[src/rtl/pc_seq_pkg.sv]
// pc_seq_pkg
// Shared definitions for the next-PC sequencer:
//   - state_e      : sequencer states (BOOT / RUN / HOLD / TRAP)
//   - SEL_*        : encodings of the 5-way next-PC mux select
//   - rank_t/RANK_*: priority rank of a redirect request, higher wins,
//                    RANK_NONE means "no redirect, fall through to pc+4"
//   - INSN_BYTES   : sequential fetch increment
//   - rankToSel    : maps a redirect rank to the mux select it produces
package pc_seq_pkg;

  typedef enum logic [1:0] {
    BOOT = 2'd0,
    RUN  = 2'd1,
    HOLD = 2'd2,
    TRAP = 2'd3
  } state_e;

  localparam logic [2:0] SEL_PC4  = 3'd0;
  localparam logic [2:0] SEL_JALR = 3'd1;
  localparam logic [2:0] SEL_BR   = 3'd2;
  localparam logic [2:0] SEL_JMP  = 3'd3;
  localparam logic [2:0] SEL_EXC  = 3'd4;

  localparam logic [31:0] INSN_BYTES = 32'd4;

  typedef logic [2:0] rank_t;

  localparam rank_t RANK_NONE = 3'd0;
  localparam rank_t RANK_JMP  = 3'd1;
  localparam rank_t RANK_BR   = 3'd2;
  localparam rank_t RANK_JALR = 3'd3;
  localparam rank_t RANK_ERET = 3'd4;

  // eret returns along the sequential path, so it reports the pc+4 select
  function automatic logic [2:0] rankToSel(input rank_t r);
    logic [2:0] s;
    case (r)
      RANK_JALR: s = SEL_JALR;
      RANK_BR:   s = SEL_BR;
      RANK_JMP:  s = SEL_JMP;
      default:   s = SEL_PC4;
    endcase
    return s;
  endfunction

endpackage

[src/rtl/pc_redirect_pri.sv]
// pc_redirect_pri
// Combinational priority encoder for redirect requests.
// Ports:
//   i_eretTake/i_eretTgt  return-from-exception request (highest redirect rank)
//   i_jalrTake/i_jalrTgt  jalr request
//   i_brTake/i_brTgt      taken branch
//   i_jmpTake/i_jmpTgt    jump request (lowest redirect rank)
//   i_pendRank/i_pendTgt  request buffered while stalled (RANK_NONE if empty)
//   o_liveRank/o_liveTgt  best request among this cycle's inputs only
//   o_rank/o_sel/o_tgt    overall winner including the pending slot
//   o_misalign            overall winner's target is not word aligned
module pc_redirect_pri
  import pc_seq_pkg::*;
(
  input  logic        i_eretTake,
  input  logic [31:0] i_eretTgt,
  input  logic        i_jalrTake,
  input  logic [31:0] i_jalrTgt,
  input  logic        i_brTake,
  input  logic [31:0] i_brTgt,
  input  logic        i_jmpTake,
  input  logic [31:0] i_jmpTgt,
  input  rank_t       i_pendRank,
  input  logic [31:0] i_pendTgt,
  output rank_t       o_liveRank,
  output logic [31:0] o_liveTgt,
  output rank_t       o_rank,
  output logic [2:0]  o_sel,
  output logic [31:0] o_tgt,
  output logic        o_misalign
);

  // Fixed-priority pick among the requests arriving this cycle
  always_comb begin
    o_liveRank = RANK_NONE;
    o_liveTgt  = '0;
    if (i_eretTake) begin
      o_liveRank = RANK_ERET;
      o_liveTgt  = i_eretTgt;
    end else if (i_jalrTake) begin
      o_liveRank = RANK_JALR;
      o_liveTgt  = i_jalrTgt;
    end else if (i_brTake) begin
      o_liveRank = RANK_BR;
      o_liveTgt  = i_brTgt;
    end else if (i_jmpTake) begin
      o_liveRank = RANK_JMP;
      o_liveTgt  = i_jmpTgt;
    end
  end

  // The buffered request is older, so it keeps ties against live inputs
  always_comb begin
    if ((i_pendRank != RANK_NONE) && (i_pendRank >= o_liveRank)) begin
      o_rank = i_pendRank;
      o_tgt  = i_pendTgt;
    end else begin
      o_rank = o_liveRank;
      o_tgt  = o_liveTgt;
    end
    o_sel      = rankToSel(o_rank);
    o_misalign = (o_rank != RANK_NONE) && (o_tgt[1:0] != 2'b00);
  end

endmodule

[src/rtl/pc_sequencer.sv]
// pc_sequencer
// Next-PC controller: owns the fetch PC, picks the next-PC source
// (pc+4, jalr, branch, jump, exception), buffers redirects seen while
// stalled and sequences exception entry through a one-cycle TRAP state.
// Ports:
//   clk, rst              clock, synchronous active-high reset
//   stall                 hold the PC
//   jalr/br/jmp _take/_tgt redirect requests and targets
//   exc_req               exception request (beats everything, even stall)
//   eret                  return from exception
//   pc, sel               registered fetch PC and the select that produced it
//   fetch_vld             pc is a valid fetch address
//   redirect/exc_ack/misalign  one-cycle pulses
//   epc                   saved exception PC
// Configuration macro PC_SEQ_EPC_EN: when defined, exception entry saves the
// faulting PC into epc and eret returns to epc+4; otherwise epc reads zero
// and eret is ignored.
module pc_sequencer
  import pc_seq_pkg::*;
#(
  parameter logic [31:0] RESET_VEC = 32'h00001000,
  parameter logic [31:0] EXC_VEC   = 32'h00000080
) (
  input  logic        clk,
  input  logic        rst,
  input  logic        stall,
  input  logic        jalr_take,
  input  logic [31:0] jalr_tgt,
  input  logic        br_take,
  input  logic [31:0] br_tgt,
  input  logic        jmp_take,
  input  logic [31:0] jmp_tgt,
  input  logic        exc_req,
  input  logic        eret,
  output logic [31:0] pc,
  output logic [2:0]  sel,
  output logic        fetch_vld,
  output logic        redirect,
  output logic        exc_ack,
  output logic        misalign,
  output logic [31:0] epc
);

  state_e      r_state, w_stateNext;
  logic [31:0] r_pc, w_pcNext;
  logic [2:0]  r_sel, w_selNext;
  logic        r_redirect, w_redirectNext;
  logic        r_excAck, w_excAckNext;
  logic        r_misalign, w_misalignNext;
  rank_t       r_pendRank, w_pendRankNext;
  logic [31:0] r_pendTgt, w_pendTgtNext;

  logic        w_eretTake;
  logic [31:0] w_eretTgt;
  rank_t       w_liveRank, w_rank;
  logic [31:0] w_liveTgt, w_tgt;
  logic [2:0]  w_sel;
  logic        w_misalign;
  logic        w_active;
  logic        w_takeExc;
  logic        w_excEntry;

`ifdef PC_SEQ_EPC_EN
  logic [31:0] r_epc;

  assign w_eretTake = eret;
  assign w_eretTgt  = r_epc + INSN_BYTES;
  assign epc        = r_epc;

  // The faulting fetch address is captured on every exception entry
  always_ff @(posedge clk) begin
    if (rst) begin
      r_epc <= '0;
    end else if (w_excEntry) begin
      r_epc <= r_pc;
    end
  end
`else
  logic w_unusedEret;

  assign w_eretTake   = 1'b0;
  assign w_eretTgt    = '0;
  assign epc          = '0;
  assign w_unusedEret = eret;
`endif

  pc_redirect_pri u_pri (
    .i_eretTake (w_eretTake),
    .i_eretTgt  (w_eretTgt),
    .i_jalrTake (jalr_take),
    .i_jalrTgt  (jalr_tgt),
    .i_brTake   (br_take),
    .i_brTgt    (br_tgt),
    .i_jmpTake  (jmp_take),
    .i_jmpTgt   (jmp_tgt),
    .i_pendRank (r_pendRank),
    .i_pendTgt  (r_pendTgt),
    .o_liveRank (w_liveRank),
    .o_liveTgt  (w_liveTgt),
    .o_rank     (w_rank),
    .o_sel      (w_sel),
    .o_tgt      (w_tgt),
    .o_misalign (w_misalign)
  );

  // A misaligned target only matters when it is actually about to be taken
  assign w_active   = (r_state == RUN) || (r_state == HOLD);
  assign w_takeExc  = exc_req || (!stall && w_misalign);
  assign w_excEntry = w_active && w_takeExc;

  // State register
  always_ff @(posedge clk) begin
    if (rst) begin
      r_state <= BOOT;
    end else begin
      r_state <= w_stateNext;
    end
  end

  // Next-state logic
  always_comb begin
    w_stateNext = r_state;
    case (r_state)
      BOOT: w_stateNext = RUN;
      TRAP: w_stateNext = RUN;
      RUN, HOLD: begin
        if (w_takeExc) begin
          w_stateNext = TRAP;
        end else if (stall) begin
          w_stateNext = HOLD;
        end else begin
          w_stateNext = RUN;
        end
      end
      default: w_stateNext = BOOT;
    endcase
  end

  // Output logic: fetch valid plus the next values of the PC datapath
  always_comb begin
    fetch_vld      = w_active;
    w_pcNext       = r_pc;
    w_selNext      = r_sel;
    w_redirectNext = 1'b0;
    w_excAckNext   = 1'b0;
    w_misalignNext = 1'b0;
    w_pendRankNext = r_pendRank;
    w_pendTgtNext  = r_pendTgt;
    case (r_state)
      TRAP: begin
        w_pcNext       = r_pc + INSN_BYTES;
        w_selNext      = SEL_PC4;
        w_pendRankNext = RANK_NONE;
      end
      RUN, HOLD: begin
        if (w_takeExc) begin
          w_pcNext       = EXC_VEC;
          w_selNext      = SEL_EXC;
          w_redirectNext = 1'b1;
          w_excAckNext   = 1'b1;
          w_misalignNext = !exc_req;
          w_pendRankNext = RANK_NONE;
        end else if (stall) begin
          if (w_liveRank > r_pendRank) begin
            w_pendRankNext = w_liveRank;
            w_pendTgtNext  = w_liveTgt;
          end
        end else begin
          w_pendRankNext = RANK_NONE;
          if (w_rank == RANK_NONE) begin
            w_pcNext  = r_pc + INSN_BYTES;
            w_selNext = SEL_PC4;
          end else begin
            w_pcNext       = w_tgt;
            w_selNext      = w_sel;
            w_redirectNext = 1'b1;
          end
        end
      end
      default: begin
      end
    endcase
  end

  // PC datapath registers
  always_ff @(posedge clk) begin
    if (rst) begin
      r_pc       <= RESET_VEC;
      r_sel      <= SEL_PC4;
      r_redirect <= 1'b0;
      r_excAck   <= 1'b0;
      r_misalign <= 1'b0;
      r_pendRank <= RANK_NONE;
      r_pendTgt  <= '0;
    end else begin
      r_pc       <= w_pcNext;
      r_sel      <= w_selNext;
      r_redirect <= w_redirectNext;
      r_excAck   <= w_excAckNext;
      r_misalign <= w_misalignNext;
      r_pendRank <= w_pendRankNext;
      r_pendTgt  <= w_pendTgtNext;
    end
  end

  assign pc       = r_pc;
  assign sel      = r_sel;
  assign redirect = r_redirect;
  assign exc_ack  = r_excAck;
  assign misalign = r_misalign;

endmodule

[config.mk]
export PLATFORM = sky130hd
export DESIGN_NAME = pc_sequencer
export DESIGN_NICKNAME = d
export VERILOG_FILES = /design/src/rtl/pc_seq_pkg.sv /design/src/rtl/pc_redirect_pri.sv /design/src/rtl/pc_sequencer.sv
export SDC_FILE = /design/constraint.sdc
export NUM_CORES = 1
export LEC_CHECK = 0
export ABC_CLOCK_PERIOD_IN_PS = 4500
export BUFFER_PORTS_ARGS = -buffer_cell sky130_fd_sc_hd__buf_2
export CORE_MARGIN = 4
export CORE_UTILIZATION = 30
export DETAILED_ROUTE_END_ITERATION = 10
export GPL_TIMING_DRIVEN = 0
export HOLD_SLACK_MARGIN = 0.1
export SYNTH_ARGS = -nofsm -noshare
export SYNTH_HDL_FRONTEND = slang
export SYNTH_HIERARCHICAL = 1
export SYNTH_SLANG_ARGS = --single-unit
export TNS_END_PERCENT = 1
[constraint.sdc]
create_clock -name clk -period 4.5 [get_ports clk]
set_input_delay 0.225 -clock clk [delete_from_list [all_inputs] [get_ports clk]]
set_output_delay 0.225 -clock clk [all_outputs]
set_load 0.02 [all_outputs]
==> results.sh, run 1 <==
export IMPL_h_tree_depth=3
export IMPL_synth_area_leaders="dfxtp_1 26%, nand2_1 8.1%, a221oi_2 6.9%, o31ai_2 6.0%, a21oi_1 5.8%"
export IMPL_slew_viol_final=0
export IMPL_period_needed_ns=4.19
export IMPL_post_cts_resized=0
export IMPL_antenna_found_initial=0
export IMPL_path_clk_slew_ns=0.06
export IMPL_pre_cts_slack_ns=0.0781
export IMPL_finalWeightedCongestion=0.912
export IMPL_reg2reg_to="pc[12]"
export IMPL_die_w_um=148
export IMPL_synthTopCellsByCount="127 x nand2_1, 75 x dfxtp_1, 68 x a21oi_1, 42 x o21ai_0, 37 x nor2_1"
export IMPL_crit_start="jmp_take"
export IMPL_die_area_mm2=0.0219
export IMPL_gr_total_overflow=0
export IMPL_min_path_cells=3
export IMPL_start_util_pct=31.0
export IMPL_routedWlPerCell_um=16.2
export IMPL_cts_root_buffer="clkbuf_16"
export IMPL_slowest_stage="or3_1"
export IMPL_tritoncts="done"
export IMPL_synth_edf_count=0
export IMPL_die_h_um=148
export IMPL_crit_arrival_ns=4.48
export IMPL_min_period_over_period_pct=93.2
export IMPL_cp_required_ns=4.79
export IMPL_rsz0062_at_grt="false"
export IMPL_ys_seq_area_share_pct=25.6
export IMPL_reg2reg_depth=13
export IMPL_dpl_hpwl_um=15500
export IMPL_firstDrtPassIters=5
export IMPL_tightestPinTransition_ns=0.769
export IMPL_r2r_start="r_pendRank[0]"
export IMPL_cts_num_sinks=75
export IMPL_worstSetupPathType="input port to flip-flop"
export IMPL_clock_latency_ns=0.35
export IMPL_hold_violations=0
export IMPL_hp_start="stall"
export IMPL_crit_path_max_incr_delay_ns=0.49
export IMPL_ys_seq_elements=75
export IMPL_holdWs_ns=0.199
export IMPL_grt_pass1_wl_um=30500
export IMPL_finalInstanceArea_mm2=0.00746
export IMPL_io_pin_count=175
export IMPL_status="finished, final reports clean"
export IMPL_yosysMostFrequentCell="nand2_1"
export IMPL_wl_um=19700
export IMPL_grt_pass1_vias=5463
export IMPL_nets=1064
export IMPL_end_kind="flip-flop"
export IMPL_grt_max_degree=15
export IMPL_cts_hold_buf=0
export IMPL_r2r_setup_slack_ns=0.74
export IMPL_io_buffers=139
export IMPL_fin_ws_ns=0.307
export IMPL_drt_iter0_markers=461
export IMPL_drc=0
export IMPL_synth_avg_cell_area_um2=7.98
export IMPL_post_cts_setup_buffers=0
export IMPL_netlist_area_mm2=0.00587
export IMPL_grt_usage_pct=17.4
export IMPL_yosysWarnings=6
export IMPL_dpl_cell_area_mm2=0.00714
export IMPL_fin_setup_tns_ns=0
export IMPL_clock_fmax_mhz=238
export IMPL_cts_buffer_depth=2
export IMPL_drive_gt1_share_pct=32.9
export IMPL_startpoint_type="input port"
export IMPL_diodes=0
export IMPL_crit_fanout=10
export IMPL_synth_flop_cell="dfxtp_1"
export IMPL_hold_path_class="input port to flip-flop"
export IMPL_cts_buffers=9
export IMPL_async_reset_ff_share_pct=0
export IMPL_rows=50
export IMPL_slew_headroom_pct=48.4
export IMPL_ys_types=59
export IMPL_setup_viol=0
export IMPL_synth_top_area_share_pct=25.6
export IMPL_p_leak_nw=3.05
export IMPL_area_growth_syn_to_layout_pct=27.1
export IMPL_ant_nets=0
export IMPL_min_delay_worst_endpoint="r_state[1]"
export IMPL_maxCapViolations=0
export IMPL_pwr_density_cell_mw_per_mm2=293
export IMPL_vdd_drop_max_v=0.000177
export IMPL_netlist_instances=736
export IMPL_vias=6014
export IMPL_via_per_inst=4.95
export IMPL_path_cells="buf_2, nor2b_2, buf_6, buf_6, o21ai_0, inv_1, ha_1, nor2b_4, o21ai_4, o31a_1, o21ai_0, or3_1, o31ai_1, clkbuf_1, nand2_1, o31ai_1, a221o_1"
export IMPL_coreArea_mm2=0.0190
export IMPL_fillers=1952
export IMPL_fin_skew_ns=0.0104
export IMPL_yosysTopAreaCell="dfxtp_1"
through the flow:
step	util, %	total power [mW]	instances
2_1_floorplan	-	1.18	801
4_1_cts	39.4	2.18	1216
3_3_place_gp	37.7	1.38	1200
3_5_place_dp	37.7	1.38	1200
6_report	39.4	2.19	1216
5_1_grt	39.4	2.29	1216
critical path, delay by kind of cell:
| family | cells | cell delay (ns) |
|---|---|---|
| AOI/OAI and AO/OA | 7 | 2.02 |
| buffers and inverters | 5 | 1.03 |
| and+or+nand+nor | 4 | 0.84 |
| adders and majority gates | 1 | 0.35 |
layer usage:
| metal | vias up | routed length (µm) | GRT usage [%] |
|---|---|---|---|
| li1 | 3017 | - | - |
| met1 | 2688 | 9400 | 25.6 |
| met2 | 291 | 8450 | 26.6 |
| met3 | 18 | 1570 | 3.10 |
| met4 | 0 | 239 | 3.74 |
| met5 | - | 0 | 0 |
how the worst max path moves through the flow:
stage,end,slack (ns),cells past startpoint
floorplan,pc[9],1.05,18
global route,pc[10],0.04,18
global placement,pc[8],0.16,19
detailed placement,pc[12],0.08,17
finish,pc[12],0.31,17
CTS,pc[12],0.44,17
placed cells by master (no fill, tap or decap), drive strengths merged, types with 5 or more instances in the layout:
cell,n
a21oi,68
a221oi,31
a22oi,10
a32oi,5
buf,198
clkbuf,43
conb,67
dfxtp,75
ha,9
inv,18
mux2,33
nand2,128
nand3,22
nand4,11
nor2,37
nor2b,36
nor3,15
nor4,8
o21ai,45
o22ai,6
o31ai,34
layout make-up:
cell class | count | area (µm²) | share of cell area [%]
Buffer | 93 | 561 | 7.51
Clock buffer | 9 | 225 | 3.02
Clock inverter | 7 | 98.8 | 1.32
Inverter | 16 | 60.1 | 0.805
Multi-Input combinational cell | 617 | 4000 | 53.5
Sequential cell | 75 | 1500 | 20.1
Tap cell | 260 | 325 | 4.36
Timing Repair Buffer | 139 | 696 | 9.32
kinds of logic (layout without fill, tap and decap cells):
logic type,Yosys count,count (layout),share of synthesized area (%)
multiplexers,33,33,7.61
flip-flops,75,75,25.6
AO/OA/AOI/OAI,227,227,30.8
adder cells (fa/ha/maj),9,9,1.92
AND/OR/NAND/NOR,281,281,23.4
buffers and inverters,109,264,10.6
other,2,67,0.128
sequential cells by signal, indices dropped and copies added (netlist names):
name	count
exc_ack	1
misalign	1
pc	32
r_pendRank	3
r_pendTgt	32
r_state	2
redirect	1
sel	3
power breakdown:
group	switching, mW	total (mW)	internal (mW)
sequential	0.0316	0.729	0.697
clock	0.319	0.809	0.490
combinational	0.408	0.651	0.243
total	0.759	2.19	1.43
(Power assumes the default switching activity.)
==> run 2, diff against run 1 <==
- ABC_CLOCK_PERIOD_IN_PS: 4500 -> 4100
- CTS_CLUSTER_DIAMETER: default -> 100
- clock period: 4.5 -> 4.1 ns (I/O delays scaled with it)
==> run 2 against run 1 <==
Compared with the run above: first-iteration DRC count grew 2.4%; setup slack got worse by 0.042 ns; largest cell class unchanged; largest power group unchanged; register-to-register slack worse by 0.23 ns; sequential cell count unchanged; routed wire length fell by 0.23%.
==> results.sh, run 2 (synthesis results as in run 1) <==
export IMPL_status="finished, final reports clean"
export IMPL_holdWs_ns=0.178
export IMPL_die_w_um=148
export IMPL_gr_total_overflow=0
export IMPL_clock_latency_ns=0.35
export IMPL_period_needed_ns=3.84
export IMPL_slew_headroom_pct=45.2
export IMPL_startpoint_type="input port"
export IMPL_rsz0062_at_grt="false"
export IMPL_p_leak_nw=3.06
export IMPL_mostFrequentLayoutCells="155 x buf_2, 127 x nand2_1, 75 x dfxtp_1"
export IMPL_vias=5981
export IMPL_fin_skew_ns=0.00870
export IMPL_hold_violations=0
export IMPL_final_cells=1216
export IMPL_diodes=0
export IMPL_maxCapViolations=0
export IMPL_cts_buffers=9
export IMPL_crit_path_max_incr_delay_ns=0.50
export IMPL_slowest_stage="o31ai_1"
export IMPL_routedWlPerCell_um=16.1
export IMPL_io_buffers=139
export IMPL_cts_root_buffer="clkbuf_16"
export IMPL_rows=50
export IMPL_antenna_found_initial=0
export IMPL_finalWeightedCongestion=0.912
export IMPL_die_h_um=148
export IMPL_clock_fmax_mhz=261
export IMPL_crit_arrival_ns=4.11
export IMPL_drt_iter0_markers=472
export IMPL_tightestPinTransition_ns=0.817
export IMPL_cts_hold_buf=0
export IMPL_tritoncts="done"
export IMPL_pwr_density_cell_mw_per_mm2=322
export IMPL_grt_pass1_wl_um=30500
export IMPL_utilization_pct=39.4
export IMPL_grt_pass1_vias=5463
export IMPL_firstDrtPassIters=5
export IMPL_end_kind="flip-flop"
export IMPL_reg2reg_depth=12
export IMPL_drive_gt1_share_pct=33.3
export IMPL_path_cells="buf_2, nor2b_2, buf_6, buf_6, o21ai_1, inv_1, ha_1, nor2b_4, o21ai_4, o31a_1, o21ai_0, or3_1, o31ai_1, nand3_1, or4_1, a21oi_1"
export IMPL_post_cts_setup_buffers=0
export IMPL_hold_path_class="input port to flip-flop"
export IMPL_post_cts_resized=0
export IMPL_area_growth_syn_to_layout_pct=27.2
export IMPL_path_clk_slew_ns=0.06
export IMPL_cts_buffer_depth=2
export IMPL_vdd_drop_max_v=0.000194
export IMPL_layout_commonest_cell="buf_2"
export IMPL_start_util_pct=31.0
export IMPL_slew_viol_final=0
export IMPL_cp_required_ns=4.38
export IMPL_min_period_over_period_pct=93.5
export IMPL_r2r_setup_slack_ns=0.51
export IMPL_path_common_cell="buf_6"
export IMPL_p_total_mw=2.41
export IMPL_coreArea_mm2=0.0190
export IMPL_via_per_inst=4.92
export IMPL_dpl_hpwl_um=15500
export IMPL_setup_viol=0
export IMPL_io_pin_count=175
export IMPL_die_area_mm2=0.0219
export IMPL_h_tree_depth=3
export IMPL_cts_num_sinks=75
export IMPL_drc=0
export IMPL_reg2reg_to="pc[20]"
export IMPL_crit_end="pc[20]"
export IMPL_r2r_start="r_pendRank[0]"
export IMPL_crit_fanout=10
export IMPL_crit_start="jmp_take"
export IMPL_grt_usage_pct=17.4
export IMPL_worstSetupPathType="input port to flip-flop"
export IMPL_dp_cells=1200
export IMPL_wl_um=19600
export IMPL_nets=1064
export IMPL_fin_setup_tns_ns=0
export IMPL_ant_nets=0
export IMPL_grt_max_degree=15
==> run 2: per-stage QoR <==
stage               area [µm²]  setup WS, ns
floorplan                 6120         0.670
global placement          7140        -0.219
detailed placement        7140        -0.302
CTS                       7460        0.0594
global route              7470        0.0687
finish                    7470         0.265
==> run 2: layout make-up <==
| cell class | instances | area (µm²) |
|---|---|---|
| plain buffers | 93 | 564 |
| clock buffers | 9 | 225 |
| clock inverters | 7 | 98.8 |
| fillers | 1949 | 11500 |
| inverters | 16 | 60.1 |
| multi-input cells | 617 | 4000 |
| flip-flops and latches | 75 | 1500 |
| well taps | 260 | 325 |
| repair buffers | 139 | 696 |
==> run 2: power breakdown <==
| group | internal (mW) | switching, mW |
|---|---|---|
| clock network | 0.538 | 0.353 |
| registers | 0.765 | 0.0343 |
| logic | 0.268 | 0.450 |
==> run 2: worst min-delay path by stage <==
stage                          endpoint  slack [ns]     startpoint  cells past startpoint
after CTS                    r_state[1]        0.18          stall                      3
after global routing         r_state[1]        0.22          stall                      3
final                        r_state[1]        0.18          stall                      3
after detailed placement  r_pendTgt[25]        0.44  r_pendTgt[25]                      2
after global placement    r_pendTgt[23]        0.44  r_pendTgt[23]                      2
after floorplan              r_state[1]        0.33          stall                      2
==> run 2: worst max-delay path, delay by kind of cell <==
family,cells,cell delay [ns]
AO/OA/AOI/OAI,6,1.62
adder cells (fa/ha/maj),1,0.34
buffers and inverters,4,0.53
AND/OR/NAND/NOR,5,1.40
==> run 2: metal layers <==
layer,part of all wire (%),vias up,GRT usage (%)
li1,-,3018,-
met2,43,277,26.6
met3,7.4,18,3.10
met4,1.2,0,3.74
met1,49,2668,25.6
met5,0,-,0
